$ cat src/rtl/bus_transfer_arbiter.sv
// Round-robin arbiter sequencing one source->destination byte move per grant
// over the shared bus, with registered selects, destination registers and done pulses.
module bus_transfer_arbiter #(
  parameter int unsigned WIDTH   = 8,
  parameter int unsigned RR_INIT = 0
) (
  input  logic             clk,
  input  logic             reset,
  input  logic [1:0]       req,
  input  logic             src_sel0,
  input  logic             dst_sel0,
  input  logic             src_sel1,
  input  logic             dst_sel1,
  input  logic [WIDTH-1:0] in0,
  input  logic [WIDTH-1:0] in1,
  output logic [1:0]       grant,
  output logic [1:0]       done,
  output logic             busy,
  output logic             bus_from,
  output logic             bus_to,
  output logic [WIDTH-1:0] out0,
  output logic [WIDTH-1:0] out1,
  output logic             out0_valid,
  output logic             out1_valid
);

  typedef enum logic [1:0] {IDLE, SELECT, XFER} state_t;

  localparam logic PTR_RESET = (RR_INIT != 0);

  state_t           state_q, state_d;
  logic [1:0]       grant_q, grant_d;
  logic [1:0]       done_q, done_d;
  logic             busy_q, busy_d;
  logic             from_q, from_d;
  logic             to_q, to_d;
  logic             ptr_q, ptr_d;
  logic [WIDTH-1:0] out0_q, out0_d;
  logic [WIDTH-1:0] out1_q, out1_d;
  logic             v0_q, v0_d;
  logic             v1_q, v1_d;
  logic             win;
  logic [WIDTH-1:0] bus_byte;

  always_comb begin
    state_d  = state_q;
    grant_d  = grant_q;
    done_d   = '0;
    from_d   = from_q;
    to_d     = to_q;
    ptr_d    = ptr_q;
    out0_d   = out0_q;
    out1_d   = out1_q;
    v0_d     = v0_q;
    v1_d     = v1_q;
    win      = ptr_q;
    bus_byte = from_q ? in0 : in1;
    case (state_q)
      IDLE: begin
        if (req != '0) begin
          // A lone requester wins outright; the pointer only breaks ties.
          win     = (req == 2'b11) ? ptr_q : req[1];
          grant_d = win ? 2'b10 : 2'b01;
          from_d  = win ? src_sel1 : src_sel0;
          to_d    = win ? dst_sel1 : dst_sel0;
          state_d = SELECT;
        end
      end
      SELECT: state_d = XFER;
      XFER: begin
        if (to_q) begin
          out0_d = bus_byte;
          v0_d   = 1'b1;
        end else begin
          out1_d = bus_byte;
          v1_d   = 1'b1;
        end
        done_d  = grant_q;
        ptr_d   = ~grant_q[1];
        grant_d = '0;
        state_d = IDLE;
      end
      default: begin
        grant_d = '0;
        state_d = IDLE;
      end
    endcase
    busy_d = (state_d != IDLE);
  end

  always_ff @(posedge clk or posedge reset) begin
    if (reset) begin
      state_q <= IDLE;
      grant_q <= '0;
      done_q  <= '0;
      busy_q  <= 1'b0;
      from_q  <= 1'b0;
      to_q    <= 1'b0;
      ptr_q   <= PTR_RESET;
      out0_q  <= '0;
      out1_q  <= '0;
      v0_q    <= 1'b0;
      v1_q    <= 1'b0;
    end else begin
      state_q <= state_d;
      grant_q <= grant_d;
      done_q  <= done_d;
      busy_q  <= busy_d;
      from_q  <= from_d;
      to_q    <= to_d;
      ptr_q   <= ptr_d;
      out0_q  <= out0_d;
      out1_q  <= out1_d;
      v0_q    <= v0_d;
      v1_q    <= v1_d;
    end
  end

  assign grant      = grant_q;
  assign done       = done_q;
  assign busy       = busy_q;
  assign bus_from   = from_q;
  assign bus_to     = to_q;
  assign out0       = out0_q;
  assign out1       = out1_q;
  assign out0_valid = v0_q;
  assign out1_valid = v1_q;

endmodule

$ cat config.mk
export PLATFORM = sky130hd
export DESIGN_NAME = bus_transfer_arbiter
export DESIGN_NICKNAME = d
export VERILOG_FILES = /design/src/rtl/bus_transfer_arbiter.sv
export SDC_FILE = /design/constraint.sdc
export NUM_CORES = 1
export LEC_CHECK = 0
export CAP_MARGIN = 10
export CORE_ASPECT_RATIO = 1.25
export CORE_MARGIN = 8
export CORE_UTILIZATION = 45
export CTS_CLUSTER_DIAMETER = 120
export DETAILED_ROUTE_END_ITERATION = 8
export PLACE_DENSITY = 0.82
export SLEW_MARGIN = 20
export SYNTH_ARGS = -nofsm -noshare
export SYNTH_HDL_FRONTEND = slang
export SYNTH_SLANG_ARGS = --single-unit
export TNS_END_PERCENT = 10
$ cat constraint.sdc
create_clock -name clk -period 3.36 [get_ports clk]
set_clock_uncertainty 0.1 [all_clocks]
set_input_delay 0.672 -clock clk [delete_from_list [all_inputs] [get_ports clk]]
set_output_delay 0.672 -clock clk [all_outputs]
set_load 0.03 [all_outputs]
==> summary.txt, run 1 <==
Fmax -> 0.389 GHz
# Max-Cap Violations -> 0
# rows -> 20
Hold Fails Final Rpt -> 0
First-pass GRT wire length -> 4.68 mm
Sequential area share after synthesis -> 59.9%
Height of the chip -> 73.0 µm
Slew Limit Headroom -> 35.3%
Post-synth EDFFs -> 0
R2r setup slk -> 1.75 ns
Final-stage net count -> 176
Core area -> 2450 µm²
Buf/Inv on CP -> 1
Grt ovf -> 0
Worst path slowest cell -> clkdlybuf4s50_1
Post-detailed-placement half-perimeter wirelength -> 2.31 mm
Critical path arrival -> 1.80 ns
Worst-margin pin slew -> 0.965 ns
CTS Buffer Depth -> 2
CP delay by family, top -> buffers and inverters
Pin count of the biggest net entering global routing -> 29
Maximum vdd drop -> 0.532 mV
Mapped Cells -> 104
Hold_buf cts -> 0
Min Tclk post-route -> 2.57 ns
Die width -> 61.6 µm
Post-layout util -> 68.8%
Distinct cells, synth -> 25
Primary FF master, synth -> dfrtp_1
Vias in the first global route -> 1017
Period utilization -> 76.6%
Worst Hold End -> out1_valid
Critical path startpoint category -> flip-flop
Max-slew violation count -> 0
Post-place setup slack -> 1.16 ns
DRC -> 0
Final Wtd Congestion -> 0.778
Number of inserted diodes -> 0
Yosys warning count -> 0
Synth Net Count -> 128
Share of the synthesized area in the top cell type -> 59.9%
Ys async rst share -> 100%
Post_cts resized -> 0
CP Class -> reg2out
Crit. End Element -> output port
CTS tree -> yes
Worst Reg2Reg Path Length in Cells -> 3
Worst-path maximum fanout -> 10
Vias -> 956
RR Endpoint -> out0[2]
Worst hold start -> out1_valid
Reg2reg start -> state_q[0]
Top cells by area, synth -> dfrtp_1 (60%), mux2i_1 (6.8%), nor2_1 (3.5%)
Drt wl/cell -> 15.7 µm
Final setup vio count -> 0
WL final -> 2.89 mm
Port-buffer cells -> 48
Initial Util -> 47.7%
Clock Sinks -> 28
Total negative slack -> 0 ns
Vias per Instance -> 5.20
CTS Root Cell -> clkbuf_4
Critical Path, Cell by Cell -> clkdlybuf4s50_1
CP peak stage delay -> 0.79 ns
Status -> finished, final reports clean
Post-route antenna net violation count -> 0
Yosys top cell by area -> dfrtp_1
Register bit total from synthesis -> 28
Fin worst setup slack -> 0.787 ns
Data required time of the critical path -> 2.59 ns
Worst min-delay path class -> reg2reg
Drt pass-1 iters -> 4
Post-synth top cells -> dfrtp_1 (28), nor2_1 (11), mux2i_1 (8), nand2_1 (8), o21ai_0 (8)
Cell Pwr Density -> 974 nW/µm²
Initial antenna violation count -> 0
Layout cell share with drive strength beyond 1 -> 5.96%
Mapped Avg Cell Area -> 11.2 µm²
Lkg Pwr -> 0.000720 µW
Most common cell in the netlist -> dfrtp_1
Clock Pin Slew Worst Setup and Hold Paths -> 0.14 ns
Post-synthesis cell area -> 1170 µm²
Post-CTS repair timing setup buffer count -> 0
Initial drt markers -> 19
Num CTS Buffers -> 3
Overall Global Routing Usage -> 13.4%
Die area -> 4500 µm²
P&R area growth vs syn -> 44.3%
Hold Crit Depth -> 1
Insertion delay to the later sink of the worst-skew pair -> 0.32 ns
# IOs -> 49
CTS H-tree lvls -> 1
RSZ-0062 raised after global routing -> false
-- state kept, by name, summed over array words and instances (netlist names) --
register    flops
state_q         2
out1            8
out1_valid      1
ptr_q           1
bus_to          1
out0            8
grant           2
bus_from        1
done            2
busy            1
out0_valid      1
-- worst max path at each step --
stage	start	end	slack (ns)	cells after the start
floorplan	req[1]	bus_from	1.95	3
global placement	bus_from	bus_from	1.18	1
detailed placement	bus_from	bus_from	1.16	1
CTS	bus_from	bus_from	0.77	1
global route	bus_from	bus_from	0.71	1
finish	bus_from	bus_from	0.79	1
-- routing by layer --
layer | GRT usage (%) | share of wire, % | vias up
li1 | - | - | 449
met1 | 14.7 | 40 | 466
met2 | 22.8 | 50 | 37
met3 | 4.59 | 9.9 | 4
met4 | 4.31 | 0.76 | 0
met5 | 0 | 0 | -
-- cell families after synthesis --
logic type | Yosys count | share of synthesized area (%)
flops | 28 | 59.9
compound gates | 26 | 14.2
mux | 8 | 6.85
simple gates | 31 | 13.7
buf+inv | 11 | 5.35
-- where the power goes --
part           internal [µW]  switching, µW  total (µW)  leakage (µW)
registers                483            136         619      0.000326
logic                    374            491         865      0.000372
clock network           66.3           94.1         160     0.0000210
-- per-stage QoR --
stage / hold WS (ns) / power, µW / cells / area [µm²]
finish: 0.390 / 1640 / 184 / 1690
global route: 0.423 / 1740 / 184 / 1690
CTS: 0.392 / 1660 / 184 / 1690
detailed placement: 0.359 / 1500 / 180 / 1650
global placement: 0.351 / 1470 / 180 / 1650
floorplan: 0.389 / 1160 / 104 / 1170
-- final cells by class --
type                            count  area (µm²)
Inverter                            6        22.5
Fill cell                         203         764
Clock buffer                        4        36.3
Timing Repair Buffer               48         480
Tap cell                           33        41.3
Multi-Input combinational cell     65         407
Sequential cell                    28         701
-- worst register-to-register path, cell delays in order, from the launching register on --
cell and delay [ns]:
dfrtp_1 0.53, nand3b_1 0.55, nand2_1 0.19, o21ai_0 0.11
-- cell usage in the layout (no fill, tap or decap), types with 2 or more instances in the layout --
cell              n
clkdlybuf4s50_1  48
o2111a_1          2
clkbuf_4          3
a21oi_2           2
and2_1            2
mux2i_1           8
a21oi_1           7
nand2_1           8
o21ai_1           3
nor2b_1           4
inv_1             5
a221o_1           2
nor2_1           11
dfrtp_1          28
o21ai_0           8
Power figures use the tool's default switching activity.
==> run 2: changes to the inputs <==
CORE_UTILIZATION = 41   (was 45)
PLACE_DENSITY = 0.75   (was 0.82)
clock period = 2.7 ns   (was 3.36 ns; I/O delays follow)
==> run 2 against run 1 <==
Against the previous run: flip-flop and latch count stayed put; worst hold slack got worse by 0.0040 ns; critical path depth unchanged; sequential share of layout area fell by 0.40 points; clock power up 22%; via count shrank 2.4%.
==> summary.txt, run 2 (synthesized netlist as in run 1, its figures left out) <==
Status -> finished, final reports clean
# IOs -> 49 (unchanged)
Post-CTS repair timing setup buffer count -> 0 (unchanged)
Post-detailed-placement half-perimeter wirelength -> 2.25 mm (-2.4%)
# rows -> 21 (+5.0%)
Overall Global Routing Usage -> 11.6% (-1.8 points)
Lkg Pwr -> 0.000733 µW (+1.9%)
Worst-margin pin slew -> 0.665 ns (-0.300 ns)
Port-buffer cells -> 48 (unchanged)
RSZ-0062 raised after global routing -> false
Hold_buf cts -> 0 (unchanged)
Core area -> 2710 µm² (+10%)
Data required time of the critical path -> 2.06 ns (-0.53 ns)
Post-layout util -> 63.0% (-5.9 points)
Post-place setup slack -> 0.813 ns (-0.345 ns)
Most frequent cells in the layout -> clkdlybuf4s50_1 (48), dfrtp_1 (28), nor2_1 (11)
Worst Reg2Reg Path Length in Cells -> 3 (unchanged)
Maximum vdd drop -> 0.700 mV (+32%)
Final setup vio count -> 0 (unchanged)
CTS tree -> yes
Clock Pin Slew Worst Setup and Hold Paths -> 0.14 ns (about the same)
Critical path startpoint category -> flip-flop
Slew Limit Headroom -> 55.6% (+20 points)
Period utilization -> 79.1%
Fin worst setup slack -> 0.565 ns (-0.222 ns)
Num CTS Buffers -> 3 (unchanged)
Hold Crit Depth -> 1 (unchanged)
Post_cts resized -> 0 (unchanged)
Die width -> 63.8 µm (+3.5%)
Final Wtd Congestion -> 0.787 (+1.1%)
Power, Total -> 2040 µW (+24%)
Vias per Instance -> 4.99 (-4.0%)
Worst-path maximum fanout -> 4 (-6)
CTS H-tree lvls -> 1 (unchanged)
Vias in the first global route -> 981 (-3.5%)
First-pass GRT wire length -> 4.55 mm (-2.8%)
Max-slew violation count -> 0 (unchanged)
WL final -> 2.76 mm (-4.6%)
Critical path arrival -> 1.50 ns (-0.30 ns)
CTS Buffer Depth -> 2 (unchanged)
Pin count of the biggest net entering global routing -> 18 (-38%)
Worst path slowest cell -> clkdlybuf4s50_1
CP peak stage delay -> 0.71 ns (-0.08 ns)
Drt pass-1 iters -> 4 (unchanged)
Insertion delay to the later sink of the worst-skew pair -> 0.31 ns (about the same)
Initial antenna violation count -> 0 (unchanged)
Grt ovf -> 0 (unchanged)
# Max-Cap Violations -> 0 (unchanged)
Hold Fails Final Rpt -> 0 (unchanged)
Clock Sinks -> 28 (unchanged)
Layout cell share with drive strength beyond 1 -> 7.19% (+1.2 points)
Number of inserted diodes -> 0 (unchanged)
Crit. End Element -> output port
Reg2reg start -> state_q[0]
Buf/Inv on CP -> 1 (unchanged)
Vias -> 933 (-2.4%)
Commonest non-fill, non-tap cell in the layout -> clkdlybuf4s50_1
CP delay by family, top -> buffers and inverters
Die area -> 4830 µm² (+7.4%)
R2r setup slk -> 1.06 ns (-0.69 ns)
Fmax -> 0.468 GHz
CTS Root Cell -> clkbuf_4
Worst hold start -> out0_valid
P&R area growth vs syn -> 45.7%
Height of the chip -> 75.7 µm (+3.7%)
RR Endpoint -> out0[3]
DRC -> 0 (unchanged)
Post-route antenna net violation count -> 0 (unchanged)
Critical Path, Cell by Cell -> clkdlybuf4s50_1
CP Class -> reg2out
Worst Hold End -> out0_valid
Initial drt markers -> 29 (+10)
Drt wl/cell -> 14.7 µm (-6.2%)
Initial Util -> 43.2% (-4.5 points)
Final-stage net count -> 178 (+1.1%)
Total negative slack -> 0 ns (unchanged)
Cell Pwr Density -> 1200 nW/µm² (+23%)
Min Tclk post-route -> 2.14 ns
Worst min-delay path class -> reg2reg
run 2: power breakdown:
group	internal [µW]	switching, µW	total [µW]
logic	474	635	1110
clock network	82.3	113	195
registers	602	135	737
total	1160	883	2040
run 2: metal layers:
layer	GRT usage (%)	wire, µm	vias to the layer above	share of wire, %
li1	-	-	452	-
met2	20.4	1300	38	47
met5	0	0	-	0
met3	5.59	285	0	10
met4	2.23	0	0	0
met1	12.5	1170	443	43
run 2: final cells by class:
cell class	count	area, µm²
Fill cell	228	1000
Sequential cell	28	701
Clock buffer	4	36.3
Multi-Input combinational cell	65	407
Inverter	6	22.5
Tap cell	34	42.5
Timing Repair Buffer	50	495
run 2: worst max path at each step:
stage                        start        to  slack (ns)  cells past startpoint
final                       bus_to    bus_to        0.56                      1
after global routing        bus_to    bus_to        0.51                      1
after CTS                   bus_to    bus_to        0.55                      1
after detailed placement    req[0]    bus_to        0.81                      4
after global placement      req[0]  bus_from        0.87                      4
after floorplan           bus_from   out0[7]        1.32                      3
run 2: per-stage QoR:
step	instance area [µm²]	hold WS, ns	std cells
finish	1700	0.386	187
floorplan	1170	0.389	104
global route	1700	0.409	187
CTS	1700	0.392	187
detailed placement	1670	0.359	183
global placement	1670	0.352	183
